### src/rtl/vin_pkg.sv
// rtl/vin_pkg.sv - shared state encoding, select constants and arbitration helper for the video input source controller
package vin_pkg;

    typedef enum logic [2:0] {
        ST_IDLE    = 3'd0,
        ST_MUTE    = 3'd1,
        ST_SWITCH  = 3'd2,
        ST_WAIT_VS = 3'd3,
        ST_RUN     = 3'd4
    } vin_state_e;

    localparam logic SEL_DPI = 1'b0;
    localparam logic SEL_FPD = 1'b1;

    // valid = 0 means no source is eligible; sel is then meaningless.
    typedef struct packed {
        logic valid;
        logic sel;
    } vin_target_t;

    // Fixed-priority choice: FPD-Link beats DPI whenever both are locked.
    function automatic vin_target_t prio_target(input logic fpd_lk, input logic dpi_lk);
        vin_target_t t;
        t.valid = fpd_lk | dpi_lk;
        t.sel   = fpd_lk ? SEL_FPD : SEL_DPI;
        return t;
    endfunction

endpackage

### src/rtl/vin_src_mon.sv
// rtl/vin_src_mon.sv - per-source vsync period monitor and lock qualifier
//
// Ports:
//   clk      in   system clock
//   rst      in   asynchronous reset, active-high
//   vsync    in   vsync already synchronised to clk
//   locked   out  registered: LOCK_FRAMES consecutive consistent periods seen
//   vs_edge  out  combinational rising-edge strobe of vsync (1 clk detection latency)
module vin_src_mon #(
    parameter int CNT_W       = 24,
    parameter int LOCK_FRAMES = 4,
    parameter int PERIOD_TOL  = 64,
    parameter int TIMEOUT_CYC = 2000000
) (
    input  logic clk,
    input  logic rst,
    input  logic vsync,
    output logic locked,
    output logic vs_edge
);

    localparam int SC_W = $clog2(LOCK_FRAMES + 1);
    localparam logic [CNT_W-1:0] TOL      = CNT_W'(PERIOD_TOL);
    localparam logic [CNT_W-1:0] TIMEOUT  = CNT_W'(TIMEOUT_CYC);
    localparam logic [SC_W-1:0]  LOCK_CNT = SC_W'(LOCK_FRAMES);

    logic             vs_d;
    logic [CNT_W-1:0] cnt;
    logic [CNT_W-1:0] prev;
    logic             prev_valid;
    logic [SC_W-1:0]  stable_cnt;
    logic [SC_W-1:0]  stable_nxt;
    logic [CNT_W-1:0] diff;
    logic             consistent;
    logic             timeout;

    assign vs_edge = vsync & ~vs_d;
    assign timeout = (cnt == TIMEOUT);

    // cnt holds the length of the period that ends on this edge.
    always_comb begin
        diff       = (cnt >= prev) ? (cnt - prev) : (prev - cnt);
        consistent = prev_valid && (diff <= TOL);
        stable_nxt = stable_cnt;
        if (vs_edge) begin
            if (consistent) begin
                stable_nxt = (stable_cnt == LOCK_CNT) ? stable_cnt : stable_cnt + 1'b1;
            end else begin
                stable_nxt = '0;
            end
        end else if (timeout) begin
            stable_nxt = '0;
        end
    end

    always_ff @(posedge clk or posedge rst) begin
        if (rst) begin
            vs_d       <= 1'b0;
            cnt        <= '0;
            prev       <= '0;
            prev_valid <= 1'b0;
            stable_cnt <= '0;
            locked     <= 1'b0;
        end else begin
            vs_d       <= vsync;
            stable_cnt <= stable_nxt;
            // Lock follows the updated count so it moves the cycle after the edge/timeout.
            locked     <= (stable_nxt == LOCK_CNT);
            if (vs_edge) begin
                // An edge coincident with timeout is still a valid period.
                cnt        <= CNT_W'(1);
                prev       <= cnt;
                prev_valid <= 1'b1;
            end else if (timeout) begin
                prev_valid <= 1'b0;
            end else if (cnt != '1) begin
                cnt <= cnt + 1'b1;
            end
        end
    end

endmodule

### src/rtl/vin_src_ctrl.sv
// rtl/vin_src_ctrl.sv - video input source select controller (optional manual override: VIN_SRC_FORCE_EN)
//
// Ports:
//   clk         in   system clock
//   rst         in   asynchronous reset, active-high
//   fpd_vsync   in   FPD-Link vsync, synchronised to clk
//   dpi_vsync   in   DPI vsync, synchronised to clk
//   force_en    in   (VIN_SRC_FORCE_EN only) override priority arbitration
//   force_sel   in   (VIN_SRC_FORCE_EN only) forced source, 0 = DPI, 1 = FPD-Link
//   vi_select   out  0 = DPI, 1 = FPD-Link; changes only while leaving SWITCH
//   v_mute      out  1 = downstream ignores v_valid and pixels; low only in RUN
//   fifo_flush  out  single-cycle pulse resetting the input FIFO
//   fpd_locked  out  FPD-Link source qualified
//   dpi_locked  out  DPI source qualified
//   state_dbg   out  current FSM state encoding
module vin_src_ctrl
    import vin_pkg::*;
#(
    parameter int CNT_W       = 24,
    parameter int LOCK_FRAMES = 4,
    parameter int PERIOD_TOL  = 64,
    parameter int TIMEOUT_CYC = 2000000,
    parameter int MUTE_CYC    = 16
) (
    input  logic       clk,
    input  logic       rst,
    input  logic       fpd_vsync,
    input  logic       dpi_vsync,
`ifdef VIN_SRC_FORCE_EN
    input  logic       force_en,
    input  logic       force_sel,
`endif
    output logic       vi_select,
    output logic       v_mute,
    output logic       fifo_flush,
    output logic       fpd_locked,
    output logic       dpi_locked,
    output logic [2:0] state_dbg
);

    localparam logic [CNT_W-1:0] MUTE_LAST = CNT_W'(MUTE_CYC - 1);
    localparam logic [CNT_W-1:0] WAIT_LAST = CNT_W'(TIMEOUT_CYC - 1);

    vin_state_e       state, state_nxt;
    logic             sel_nxt;
    logic [CNT_W-1:0] seq_cnt, cnt_nxt;
    logic             fpd_edge, dpi_edge;
    logic             sel_locked, sel_edge;
    vin_target_t      target;

    vin_src_mon #(
        .CNT_W(CNT_W), .LOCK_FRAMES(LOCK_FRAMES), .PERIOD_TOL(PERIOD_TOL), .TIMEOUT_CYC(TIMEOUT_CYC)
    ) u_fpd_mon (
        .clk(clk), .rst(rst), .vsync(fpd_vsync), .locked(fpd_locked), .vs_edge(fpd_edge)
    );

    vin_src_mon #(
        .CNT_W(CNT_W), .LOCK_FRAMES(LOCK_FRAMES), .PERIOD_TOL(PERIOD_TOL), .TIMEOUT_CYC(TIMEOUT_CYC)
    ) u_dpi_mon (
        .clk(clk), .rst(rst), .vsync(dpi_vsync), .locked(dpi_locked), .vs_edge(dpi_edge)
    );

    always_comb begin
        target = '0;
`ifdef VIN_SRC_FORCE_EN
        if (force_en) begin
            // Forced source is used only when it is actually locked.
            target.valid = (force_sel == SEL_FPD) ? fpd_locked : dpi_locked;
            target.sel   = force_sel;
        end else begin
            target = prio_target(fpd_locked, dpi_locked);
        end
`else
        target = prio_target(fpd_locked, dpi_locked);
`endif
    end

    assign sel_locked = (vi_select == SEL_FPD) ? fpd_locked : dpi_locked;
    assign sel_edge   = (vi_select == SEL_FPD) ? fpd_edge   : dpi_edge;
    assign state_dbg  = state;

    always_ff @(posedge clk or posedge rst) begin
        if (rst) begin
            state     <= ST_IDLE;
            vi_select <= SEL_DPI;
            seq_cnt   <= '0;
        end else begin
            state     <= state_nxt;
            vi_select <= sel_nxt;
            seq_cnt   <= cnt_nxt;
        end
    end

    // seq_cnt times the mute settle window in MUTE and the vsync wait in WAIT_VS.
    always_comb begin
        state_nxt  = state;
        sel_nxt    = vi_select;
        cnt_nxt    = '0;
        v_mute     = 1'b1;
        fifo_flush = 1'b0;
        case (state)
            ST_IDLE: begin
                if (target.valid) state_nxt = ST_MUTE;
            end
            ST_MUTE: begin
                if (!target.valid) begin
                    state_nxt = ST_IDLE;
                end else if (seq_cnt == MUTE_LAST) begin
                    state_nxt = ST_SWITCH;
                end else begin
                    cnt_nxt = seq_cnt + 1'b1;
                end
            end
            ST_SWITCH: begin
                // Target is re-sampled here so late changes during MUTE take effect.
                if (target.valid) begin
                    sel_nxt    = target.sel;
                    fifo_flush = 1'b1;
                    state_nxt  = ST_WAIT_VS;
                end else begin
                    state_nxt = ST_IDLE;
                end
            end
            ST_WAIT_VS: begin
                if (sel_edge) begin
                    state_nxt = ST_RUN;
                end else if (!sel_locked || seq_cnt == WAIT_LAST) begin
                    state_nxt = ST_IDLE;
                end else begin
                    cnt_nxt = seq_cnt + 1'b1;
                end
            end
            ST_RUN: begin
                v_mute = 1'b0;
                if (!sel_locked) begin
                    state_nxt = target.valid ? ST_MUTE : ST_IDLE;
                end else if (target.sel != vi_select) begin
                    state_nxt = ST_MUTE;
                end
            end
            default: begin
                state_nxt = ST_IDLE;
            end
        endcase
    end

endmodule
### config.mk
export PLATFORM = sky130hd
export DESIGN_NAME = vin_src_ctrl
export DESIGN_NICKNAME = d
export VERILOG_FILES = /design/src/rtl/vin_pkg.sv /design/src/rtl/vin_src_mon.sv /design/src/rtl/vin_src_ctrl.sv
export SDC_FILE = /design/constraint.sdc
export NUM_CORES = 1
export LEC_CHECK = 0
export CAP_MARGIN = 20
export CORE_ASPECT_RATIO = 0.9
export CORE_MARGIN = 4
export CORE_UTILIZATION = 40
export CTS_CLUSTER_DIAMETER = 120
export DETAILED_ROUTE_END_ITERATION = 16
export SKIP_CTS_REPAIR_TIMING = 1
export SYNTH_ARGS = -nofsm -noshare
export SYNTH_HDL_FRONTEND = slang
export SYNTH_SLANG_ARGS = --single-unit
### constraint.sdc
create_clock -name clk -period 11.75 [get_ports clk]
set_input_delay 2.35 -clock clk [delete_from_list [all_inputs] [get_ports clk]]
set_output_delay 2.35 -clock clk [all_outputs]
set_load 0.01 [all_outputs]
==> results.sh, run 1 <==
export IMPL_fp_dieH_um=172
export IMPL_tns_ns=0
export IMPL_final_max_slew_viol_count=0
export IMPL_post_route_min_period_ns=4.65
export IMPL_fmax_ghz=0.215
export IMPL_maxCapViolations=0
export IMPL_cp_end_kind="flop"
export IMPL_cp_slowest_cell="buf_4"
export IMPL_nets=1566
export IMPL_diodes=0
export IMPL_tightestPinTransition_ns=0.968
export IMPL_p_comb_frac=0.596
export IMPL_setup_viol=0
export IMPL_numPortBuffers=11
export IMPL_period_share=0.395
export IMPL_syn_num_nets=1601
export IMPL_grt_pass1_vias=10268
export IMPL_layout_commonest_cell="nor2_1"
export IMPL_yosysUniqueCellTypes=89
export IMPL_rows=59
export IMPL_grt_antenna_before_repair=0
export IMPL_cp_top_family="simple AND/OR/NAND/NOR gates"
export IMPL_crit_required_ns=12.11
export IMPL_area_growth_pct=7.28
export IMPL_syn_area_per_cell_um2=7.98
export IMPL_p_int_uw=1410
export IMPL_critPathLaunchType="input pin"
export IMPL_yosysSeqAreaShare=0.286
export IMPL_gr_usage_all_layers=0.201
export IMPL_powerDensity_nw_per_um2=206
export IMPL_outcome="finished, final reports clean"
export IMPL_syn_inst=1494
export IMPL_yosysWarnings=0
export IMPL_multi_input_area_um2=7720
export IMPL_final_core_util=0.438
export IMPL_p_clk_frac=0.208
export IMPL_clk_pin_slew_ns=0.07
export IMPL_layout_common_cells="nor2_1, nand2_1, dfrtp_1"
export IMPL_critPathMaxStageDelay_ns=0.55
export IMPL_clock_sinks=136
export IMPL_drive_gt1_frac=0.0543
export IMPL_worst_hold_path_type="reg2reg"
export IMPL_cts_tree="done"
export IMPL_critPathMaxFanout=74
export IMPL_seq_power_share=0.196
export IMPL_reg2reg_slack_ns=7.20
export IMPL_ys_flop_type="dfrtp_1"
export IMPL_final_cell_area_um2=12800
export IMPL_cts_htree_levels=4
export IMPL_grt_pass1_wl_um=53900
export IMPL_cp_num_cells=11
export IMPL_vias_per_cell=5.72
export IMPL_boundaryPins=12
export IMPL_ff2ff_path_depth=13
export IMPL_synth_edf_count=0
export IMPL_die_x_um=190
export IMPL_min_to="seq_cnt[0]"
export IMPL_numCtsBuffers=17
export IMPL_regToRegEndpoint="u_fpd_mon.locked"
export IMPL_antenna_left=0
export IMPL_die_area_um2=32600
export IMPL_overflow=0
export IMPL_switching_share=0.464
export IMPL_crit_arrival_ns=5.01
export IMPL_dpl_hpwl_um=24700
export IMPL_totalWireLength_um=32700
export IMPL_hp_start="seq_cnt[0]"
export IMPL_slew_headroom=0.355
export IMPL_worstSetupPathType="in2reg"
export IMPL_p_leak_uw=0.00569
export IMPL_placed_area_um2=12200
export IMPL_crit_chain="clkdlybuf4s50_1 > nor2b_4 > buf_4 > nand2_1 > a211oi_1 > nand3_1 > nor4_1 > nand4_1 > or2_1 > o31ai_2 > and4_1"
export IMPL_async_reset_ff_frac=1.00
export IMPL_coreArea_um2=29200
export IMPL_syn_cell_area_um2=11900
export IMPL_netSwitchingPower_uw=1220
export IMPL_first_pass_iters=6
export IMPL_routabilityCongestion=0.950
export IMPL_ys_ff_latch=136
export IMPL_fillerInstances=2959
export IMPL_crit_buf_inv=2
export IMPL_root_buffer="clkbuf_16"
export IMPL_reg2reg_from="u_fpd_mon.cnt[11]"
export IMPL_ff_latch_area_um2=3400
export IMPL_cts_buffer_depth=2
export IMPL_finClkSkew_ns=0.0279
export IMPL_grt_start_max_net_pins=76
export IMPL_wl_per_cell_um=17.5
export IMPL_peakVddDrop_mv=0.119
export IMPL_clk_latency_ns=0.44
export IMPL_drt_iter0_markers=876
export IMPL_num_vias=10687
export IMPL_drc=0
export IMPL_rsz0062_at_grt="false"
export IMPL_whs_path_depth=1
export IMPL_start_util=0.409
export IMPL_hold_viol=0
## final cells by class
cell class	instances	share of cell area
multi-input cells	1176	0.604
flip-flops and latches	136	0.266
well taps	396	0.0388
clock buffers	17	0.0333
inverters	112	0.0333
clock inverters	15	0.0122
repair buffers	16	0.0121
## logic make-up after synthesis
family / after synthesis / share of synthesized area
AND/OR/NAND/NOR: 549 / 0.228
AO/OA/AOI/OAI: 406 / 0.222
buffers and inverters: 182 / 0.0679
flip-flops: 136 / 0.286
XOR/XNOR: 103 / 0.0757
adder cells (fa/ha/maj): 103 / 0.108
multiplexers: 15 / 0.0128
## power groups by stage
stage	Clock [uW]	Sequential, uW	Combinational [uW]
global route	581	520	1710
CTS	561	516	1540
global placement	0	524	1530
finish	548	516	1570
floorplan	0	513	1230
detailed placement	0	525	1530
## layer usage
metal | GRT usage | part of all wire | vias up
met2 | 0.311 | 0.44 | 333
met4 | 0.0607 | 0.026 | 0
met5 | 0 | 0 | -
met3 | 0.0331 | 0.052 | 66
li1 | - | - | 5200
met1 | 0.289 | 0.48 | 5088
## how the worst max path moves through the flow
stage | end | startpoint | slack (ns)
floorplan | seq_cnt[0] | rst | 5.76
global placement | u_dpi_mon.locked | dpi_vsync | 6.71
detailed placement | u_dpi_mon.locked | dpi_vsync | 6.67
CTS | u_dpi_mon.locked | dpi_vsync | 7.12
global route | u_fpd_mon.locked | u_fpd_mon.cnt[14] | 6.86
finish | u_dpi_mon.locked | dpi_vsync | 7.10
## registers in the layout, summed over array words and instances (netlist names)
| signal | flops |
|---|---|
| u_fpd_mon.stable_cnt | 3 |
| u_fpd_mon.cnt | 24 |
| u_fpd_mon.vs_d | 1 |
| vi_select | 1 |
| seq_cnt | 24 |
| u_fpd_mon.prev_valid | 1 |
| u_fpd_mon.prev | 24 |
| u_fpd_mon.locked | 1 |
| u_dpi_mon.cnt | 24 |
| u_dpi_mon.prev_valid | 1 |
| state_dbg | 3 |
| u_dpi_mon.locked | 1 |
| u_dpi_mon.prev | 24 |
| u_dpi_mon.stable_cnt | 3 |
| u_dpi_mon.vs_d | 1 |
## cell usage after synthesis, drive strengths merged, types with 4 or more instances
cell | instances | area [um2]
a2111oi | 4 | 53.8
and3 | 17 | 108
nand3b | 7 | 52.6
or3 | 13 | 81.3
xnor2 | 72 | 631
nor3 | 28 | 145
clkbuf | 34 | 128
nand3 | 52 | 260
o221ai | 4 | 41.3
buf | 36 | 262
nor2 | 149 | 562
o211ai | 12 | 90.1
or2 | 4 | 25.0
a31oi | 7 | 50.1
nor2b | 19 | 126
inv | 112 | 420
a21boi | 7 | 52.6
nand2 | 149 | 569
nand2b | 12 | 75.1
a21oi | 116 | 599
a211o | 8 | 70.1
o21bai | 17 | 128
mux2i | 13 | 130
dfrtp | 136 | 3400
nor4 | 25 | 169
ha | 103 | 1290
nand4 | 43 | 284
or4 | 4 | 33.8
o31ai | 11 | 92.6
o2111ai | 4 | 35.0
a221oi | 7 | 91.3
and2 | 5 | 31.3
and4 | 12 | 105
xor2 | 31 | 272
o21ai | 126 | 653
a21o | 27 | 205
o21a | 11 | 82.6
a211oi | 19 | 153
## per-stage QoR
stage / total power, uW / std cells / worst slack [ns] / hold WS [ns]
2_1_floorplan: 1740 / 1494 / 5.76 / 0.433
3_3_place_gp: 2060 / 1835 / 6.71 / 0.451
3_5_place_dp: 2050 / 1835 / 6.67 / 0.460
4_1_cts: 2620 / 1867 / 7.12 / 0.470
5_1_grt: 2810 / 1868 / 6.86 / 0.497
6_report: 2640 / 1868 / 7.10 / 0.466
Power figures use the tool's default switching activity.
==> inputs of run 2 (changes only) <==
==> constraint.sdc (replaced) <==
create_clock -name clk -period 4.7 [get_ports clk]
set_input_delay 0.94 -clock clk [delete_from_list [all_inputs] [get_ports clk]]
set_output_delay 0.94 -clock clk [all_outputs]
set_load 0.01 [all_outputs]
==> run 2 against run 1 <==
  * Critical endpoint unchanged
  * Largest cell class unchanged
  * Cell area rose by 0.59%
  * Critical path type is now reg2reg
  * Utilization rose by 0.26 points
  * Critical path depth rose by 2
  * Worst setup slack got worse by 6.8 ns
  * Register-to-register slack got worse by 6.9 ns
==> results.sh, run 2 (synthesized netlist as in run 1, its figures left out) <==
export IMPL_start_util=0.409
export IMPL_rsz0062_at_grt="false"
export IMPL_overflow=0
export IMPL_layout_commonest_cell="nor2_1"
export IMPL_wl_per_cell_um=17.7
export IMPL_dpl_hpwl_um=25800
export IMPL_num_vias=10679
export IMPL_numCtsBuffers=17
export IMPL_critPathMaxStageDelay_ns=0.53
export IMPL_total_power_uw=6600
export IMPL_switching_share=0.460
export IMPL_crit_chain="ha_1 > nand2_1 > nor4_2 > o31ai_2 > a21oi_2 > nor2_2 > o21ai_0 > xnor2_1 > a211oi_2 > nand4_1 > or2_1 > o31ai_2 > and4_1"
export IMPL_die_area_um2=32600
export IMPL_clk_latency_ns=0.43
export IMPL_diodes=0
export IMPL_clk_pin_slew_ns=0.07
export IMPL_outcome="finished, final reports clean"
export IMPL_grt_pass1_vias=10136
export IMPL_critical_path_most_common_cell="o31ai_2"
export IMPL_powerDensity_nw_per_um2=514
export IMPL_dp_slack_ns=0.340
export IMPL_cp_end_kind="flop"
export IMPL_layout_setup_ws_ns=0.339
export IMPL_gr_usage_all_layers=0.209
export IMPL_holdWs_ns=0.465
export IMPL_critPathMaxFanout=11
export IMPL_worstSetupPathType="reg2reg"
export IMPL_maxCapViolations=0
export IMPL_numPortBuffers=11
export IMPL_cts_tree="done"
export IMPL_cp_slowest_cell="a21oi_2"
export IMPL_boundaryPins=12
export IMPL_multi_input_area_um2=7730
export IMPL_ff_latch_area_um2=3400
export IMPL_seq_power_share=0.193
export IMPL_grt_pass1_wl_um=55500
export IMPL_finClkSkew_ns=0.0125
export IMPL_grt_start_max_net_pins=97
export IMPL_nets=1579
export IMPL_crit_buf_inv=0
export IMPL_drc=0
export IMPL_drt_iter0_markers=1041
export IMPL_cp_top_family="simple AND/OR/NAND/NOR gates"
export IMPL_peakVddDrop_mv=0.372
export IMPL_p_leak_uw=0.00575
export IMPL_cts_htree_levels=4
export IMPL_p_comb_frac=0.610
export IMPL_routabilityCongestion=0.961
export IMPL_setup_viol=0
export IMPL_fp_dieH_um=172
export IMPL_post_route_min_period_ns=4.36
export IMPL_tightestPinTransition_ns=0.989
export IMPL_layout_common_cells="nor2_1, nand2_1, dfrtp_1"
export IMPL_vias_per_cell=5.68
export IMPL_crit_required_ns=5.06
export IMPL_grt_antenna_before_repair=0
export IMPL_p_int_uw=3560
export IMPL_fmax_ghz=0.229
export IMPL_period_share=0.928
export IMPL_p_clk_frac=0.197
export IMPL_tns_ns=0
export IMPL_die_x_um=190
export IMPL_final_max_slew_viol_count=0
export IMPL_cts_buffer_depth=2
export IMPL_antenna_left=0
export IMPL_slew_headroom=0.340
export IMPL_drive_gt1_frac=0.0626
export IMPL_root_buffer="clkbuf_16"
export IMPL_totalWireLength_um=33400
export IMPL_area_growth_pct=7.91
export IMPL_worst_hold_path_type="reg2reg"
export IMPL_crit_arrival_ns=4.72
export IMPL_rows=59
export IMPL_coreArea_um2=29200
export IMPL_critPathLaunchType="flop"
export IMPL_netSwitchingPower_uw=3040
export IMPL_clock_sinks=136
export IMPL_first_pass_iters=5
export IMPL_hold_viol=0
export IMPL_fillerInstances=2946
## run 2: cell count changes in the layout (fill, tap and decap cells not counted), moves of 2 or more
cell	previous run	this run
clkbuf_8	0	2
clkinv_2	1	3
buf_4	4	18
inv_8	4	1
clkinvlp_4	2	0
## run 2: final cells by class
cell class | instances | share of cell area
multi-input combinational | 1176 | 0.601
sequential | 136 | 0.265
tap | 396 | 0.0385
clock buffer | 19 | 0.0352
inverter | 112 | 0.0331
timing repair buffer | 29 | 0.0191
clock inverter | 13 | 0.00817
## run 2: power by group through the flow
stage / Sequential [uW] / Combinational (uW) / Clock (uW)
detailed placement: 1300 / 3910 / 0
CTS: 1270 / 3930 / 1330
floorplan: 1280 / 3060 / 0
global route: 1280 / 4420 / 1380
finish: 1270 / 4030 / 1300
global placement: 1290 / 3930 / 0
## run 2: worst paths after layout
path	from	end	slack [ns]	cells after the start
worst min register to register	seq_cnt[0]	seq_cnt[0]	0.46	1
worst max register to register	u_dpi_mon.cnt[14]	u_dpi_mon.locked	0.34	13
worst min-delay path	seq_cnt[0]	seq_cnt[0]	0.46	1
worst max-delay path	u_dpi_mon.cnt[14]	u_dpi_mon.locked	0.34	13
min in group asynchronous	rst	seq_cnt[23]	1.04	2
max in group asynchronous	rst	u_fpd_mon.prev[16]	2.75	3
## run 2: through the flow
stage | instances | utilization | area [um2]
final | 1881 | 0.441 | 12900
after CTS | 1881 | 0.441 | 12800
after global routing | 1881 | 0.441 | 12900
after floorplan | 1494 | - | 11900
after detailed placement | 1849 | 0.421 | 12300
after global placement | 1849 | 0.421 | 12300
## run 2: metal layers
layer / wire [um] / up-vias / global-route usage
met1: 16900 / 5108 / 0.318
met2: 14000 / 302 / 0.310
met4: 460 / 0 / 0.0500
met5: 0 / - / 0
li1: - / 5232 / -
met3: 1980 / 37 / 0.0349
==> variant 1, RTL diff (settings of run 1) <==
`MUTE_CYC`: 16 -> 15.
--- a/src/rtl/vin_src_ctrl.sv
+++ b/src/rtl/vin_src_ctrl.sv
@@ -22,3 +22,3 @@
     parameter int TIMEOUT_CYC = 2000000,
-    parameter int MUTE_CYC    = 16
+    parameter int MUTE_CYC    = 15
 ) (
Formal check against the unedited RTL: same outputs for any inputs over 10 cycles, from zero or initial values and one cycle with rst high; that may be too few to reach the edited logic, so the function may still have changed.
==> variant 1 against run 1 <==
- cell area down 3.7%
- maximum frequency down 3.9%
- critical path type unchanged
- area after synthesis down 4.3%
- sequential share of layout area up 1.0 points
- register-to-register slack worse by 0.07 ns
- total power down 1.8%
- via count down 5.8%
- highest routed layer unchanged
- routed wire length down 8.9%
- die area down 4.1%
- worst setup slack worse by 0.19 ns
- sequential cell count unchanged
==> variant 1: results <==
group,metric,value,unit
run_status,status,"finished, final reports clean",
power,power.internal,1.47,mW
synthesis,synth_cell_types,83,
power,vdd_drop_max,0.105,mV
global_routing,grt_max_degree,78,
sta,tightest_slew,1.12,ns
placed_design,gp_congestion,0.906,
worst_setup_path,crit_start,"fpd_vsync",
synthesis,yosys-top-cells-area,"dfrtp_1 30%, ha_1 11%, xnor2_1 5.5%",
synthesis,synthAdderAreaFrac,11.4,%
synthesis,muxShareOfSynthArea,1.35,%
routing,wl,29800,microns
placed_design,dp.final_hpwl,22200,microns
synthesis,ys_warn_count,0,
routing,viasPerCell,5.67,
global_routing,met3_usage,3.18,%
synthesis,synth_xor_area_share,7.98,%
global_routing,met1_usage,30.8,%
worst_hold_path,min_from,"seq_cnt[0]",
routing,dr_wl_met3,1720,microns
finish,fillCellCount,2825,
routing,wl_met1,15500,microns
synthesis,ys.flop_type,"dfrtp_1",
clocking,cts_buffers,17,
finish,drive_above_1_share,5.16,%
finish,clk_share,4.94,%
synthesis,yosysSeqAreaShare,29.8,%
finish,sh_seq_area,27.7,%
global_routing,grt_pass1_wl,50000,microns
finish,final_nets,1510,
finish,clock_buffers,23,
routing,dr.pass1.iters,5,
power,power_leakage,5.44,nW
power,power_frac_clock,21.9,%
finish,multi_input_area,0.00724,sq mm
worst_setup_path,reg2regPathDepth,12,
worst_setup_path,setup.worst_path.end,"u_fpd_mon.locked",
finish,buffer_area_share,1.26,%
worst_setup_path,r2r_end,"u_dpi_mon.locked",
global_routing,met2_usage,27.7,%
sta,fin_crit_sh,41.1,%
clocking,clockBufferDepth,2,
global_routing,grt_pass1_vias,9484,
synthesis,synth_commonest_cells,"153 x nor2_1, 143 x nand2_1, 136 x dfrtp_1",
sta,fin_skew,0.0101,ns
synthesis,synth_compound_area_share,20.7,%
finish,nMultiInputCombCells,1113,
global_routing,track_usage,19.5,%
routing,drtIter0Drc,678,
worst_setup_path,rrSetupSlack,7.13,ns
finish,nNonClkInverters,118,
worst_setup_path,critPathMaxFanout,77,
routing,met2_length,12200,microns
[variant 1: cell count changes after synthesis, sizes merged, moves of 7 or more]
cell,change
nand3,-8
o21ai,-8
and4,-11
a211oi,-9
nor3,+7
nor4,-8
nor2b,-7
a31oi,+10
o21bai,-7
a21oi,-8
[variant 1: per-stage QoR]
step	cells	hold slack, ns	cell area [sq um]	power, mW	worst slack, ns
CTS	1774	0.517	12300	2.57	6.92
finish	1775	0.507	12300	2.59	6.91
global route	1775	0.531	12300	2.77	6.61
floorplan	1429	0.447	11400	1.72	5.76
global placement	1742	0.488	11700	1.98	6.42
detailed placement	1742	0.508	11700	1.99	6.48
[variant 1: critical path: stages]
cell and delay, ns:
clkdlybuf4s50_1 0.48, nor2b_4 0.13, buf_4 0.56, o311ai_0 0.27, nor3b_1 0.23, nand4_1 0.13, nor4_1 0.41, and3_1 0.33
a31oi_1 0.11, nor3_1 0.18
==> variant 2, RTL diff (settings of run 1) <==
Without the edit above. Add an input register stage for `fpd_vsync` and `dpi_vsync`; this delays them by one clock.
--- a/src/rtl/vin_src_ctrl.sv
+++ b/src/rtl/vin_src_ctrl.sv
@@ -43,2 +43,10 @@
 
+    logic fpd_vsync_q;
+    logic dpi_vsync_q;
+
+    always_ff @(posedge clk) begin
+        fpd_vsync_q <= fpd_vsync;
+        dpi_vsync_q <= dpi_vsync;
+    end
+
     vin_state_e       state, state_nxt;
@@ -53,3 +61,3 @@
     ) u_fpd_mon (
-        .clk(clk), .rst(rst), .vsync(fpd_vsync), .locked(fpd_locked), .vs_edge(fpd_edge)
+        .clk(clk), .rst(rst), .vsync(fpd_vsync_q), .locked(fpd_locked), .vs_edge(fpd_edge)
     );
@@ -59,3 +67,3 @@
     ) u_dpi_mon (
-        .clk(clk), .rst(rst), .vsync(dpi_vsync), .locked(dpi_locked), .vs_edge(dpi_edge)
+        .clk(clk), .rst(rst), .vsync(dpi_vsync_q), .locked(dpi_locked), .vs_edge(dpi_edge)
     );
Formal check against the unedited RTL: not equivalent (Yosys sat finds a counterexample within 10 cycles, from zero or initial values and one cycle with rst high).
==> variant 2 against run 1 <==
- sequential cell count is 2 higher
- sequential power is 2% higher
- routed wire length is 2.6% higher
- cell area is 0.36% higher
- area after synthesis is 0.40% lower
- worst setup slack worse by 0.32 ns
- total power is 11% higher
- clock skew is 0.012 ns lower
- critical endpoint is now u_fpd_mon.locked
- largest power group unchanged
==> variant 2: results <==
group,metric,value,unit
run_status,status,"finished, final reports clean",
global_routing,track_usage,20.8,%
synthesis,yosys-top-cells-area,"dfrtp_1 29%, ha_1 11%, a21oi_1 4.9%",
power,power_leakage,5.77,nW
routing,dr.pass1.iters,5,
global_routing,grt_pass1_wl,55800,microns
routing,viasPerCell,5.79,
synthesis,synth_commonest_cells,"142 x nor2_1, 136 x dfrtp_1, 128 x nand2_1",
worst_setup_path,worst_path_max_delay_cell,"o21ai_1",
worst_setup_path,rrSetupSlack,6.78,ns
placed_design,dp.cells,1842,
worst_setup_path,cpPeakStageDelay,0.83,ns
synthesis,ys_async_sr_fraction,98.6,%
worst_setup_path,crit_family,"compound AO/OA/AOI/OAI gates",
synthesis,avgSynthCellArea,7.95,sq um
power,vdd_drop_max,0.162,mV
global_routing,grt_pass1_vias,10593,
synthesis,synth_cell_types,85,
placed_design,gp_congestion,0.938,
worst_hold_path,hold_path.class,"register to register",
finish,fillCellCount,2998,
global_routing,grt_max_degree,75,
worst_setup_path,crit_arrival,5.29,ns
placed_design,placed_area,0.0122,sq mm
finish,fin_cells,1875,
routing,wl_per_cell,17.9,microns
worst_setup_path,worstReg2RegStart,"u_fpd_mon.cnt[9]",
clocking,clockBufferDepth,2,
placed_design,dp.final_hpwl,25400,microns
finish,drive_above_1_share,5.14,%
sta,tightest_slew,0.974,ns
worst_setup_path,critPathMaxFanout,12,
synthesis,synth_nets,1600,
clocking,path_clk_slew,0.07,ns
routing,drtIter0Drc,981,
sta,fin_skew,0.0154,ns
worst_setup_path,critical_path_class,"register to register",
power,netSwitchingPower,1.39,mW
synthesis,yosysSeqAreaShare,29.0,%
finish,final_nets,1573,
==> variant 2: changes by cell type after synthesis, moves of 7 or more <==
cell       before  now
a21o_1         25   32
o21ai_0       118  109
a2111oi_0       3   15
nand3_1        52   65
nand2_1       147  128
buf_6          11    3
nor3_1         27   34
inv_1         112  123
==> variant 2: cell type report <==
class,instances,share of cell area [%]
clock buffers,19,3.45
clock inverters,13,1.04
inverters,123,3.64
multi-input cells,1169,59.9
flip-flops and latches,138,26.8
well taps,396,3.86
repair buffers,17,1.27
==> variant 2: worst min path at each step <==
stage / start / to / slack, ns / cells past startpoint
global route: fpd_vsync_q / u_fpd_mon.vs_d / 0.37 / 0
global placement: dpi_vsync_q / u_dpi_mon.vs_d / 0.36 / 0
CTS: fpd_vsync_q / u_fpd_mon.vs_d / 0.37 / 0
floorplan: dpi_vsync_q / u_dpi_mon.vs_d / 0.34 / 0
detailed placement: fpd_vsync_q / u_fpd_mon.vs_d / 0.36 / 0
finish: dpi_vsync_q / u_dpi_mon.vs_d / 0.37 / 0
==> variant 2: layer usage <==
metal	global-route usage, %	vias up	routed length (microns)
met4	5.00	0	549
met2	34.3	313	15500
met1	29.2	5228	16100
li1	-	5272	-
met3	3.10	50	1470
met5	0	-	0
==> variant 2: kinds of logic (layout without fill, tap and decap cells) <==
group / after synthesis / after routing / synth area share (%)
and+or+nand+nor: 537 / 537 / 22.5
buffers and inverters: 186 / 172 / 6.40
AOI/OAI and AO/OA: 420 / 420 / 22.9
xor gates and xnor gates: 92 / 92 / 6.85
DFF: 138 / 138 / 29.0
muxes: 17 / 17 / 1.49
adders and majority gates: 103 / 103 / 10.9
==> variant 2: per-stage QoR <==
| step | total power [mW] | setup slack, ns | utilization, % | hold WS (ns) |
|---|---|---|---|---|
| finish | 2.93 | 6.78 | 44.1 | 0.365 |
| global route | 3.14 | 6.50 | 44.1 | 0.374 |
| CTS | 2.90 | 6.95 | 44.1 | 0.366 |
| detailed placement | 2.35 | 7.01 | 42.1 | 0.357 |
| global placement | 2.35 | 7.08 | 42.1 | 0.356 |
| floorplan | 1.95 | 5.76 | - | 0.341 |
==> variant 2: power groups by stage <==
stage / Clock (mW) / Combinational, mW / Sequential [mW]
after global routing: 0.577 / 2.03 / 0.531
after floorplan: 0 / 1.43 / 0.521
after CTS: 0.555 / 1.82 / 0.526
after global placement: 0 / 1.81 / 0.534
final: 0.540 / 1.87 / 0.527
after detailed placement: 0 / 1.81 / 0.535
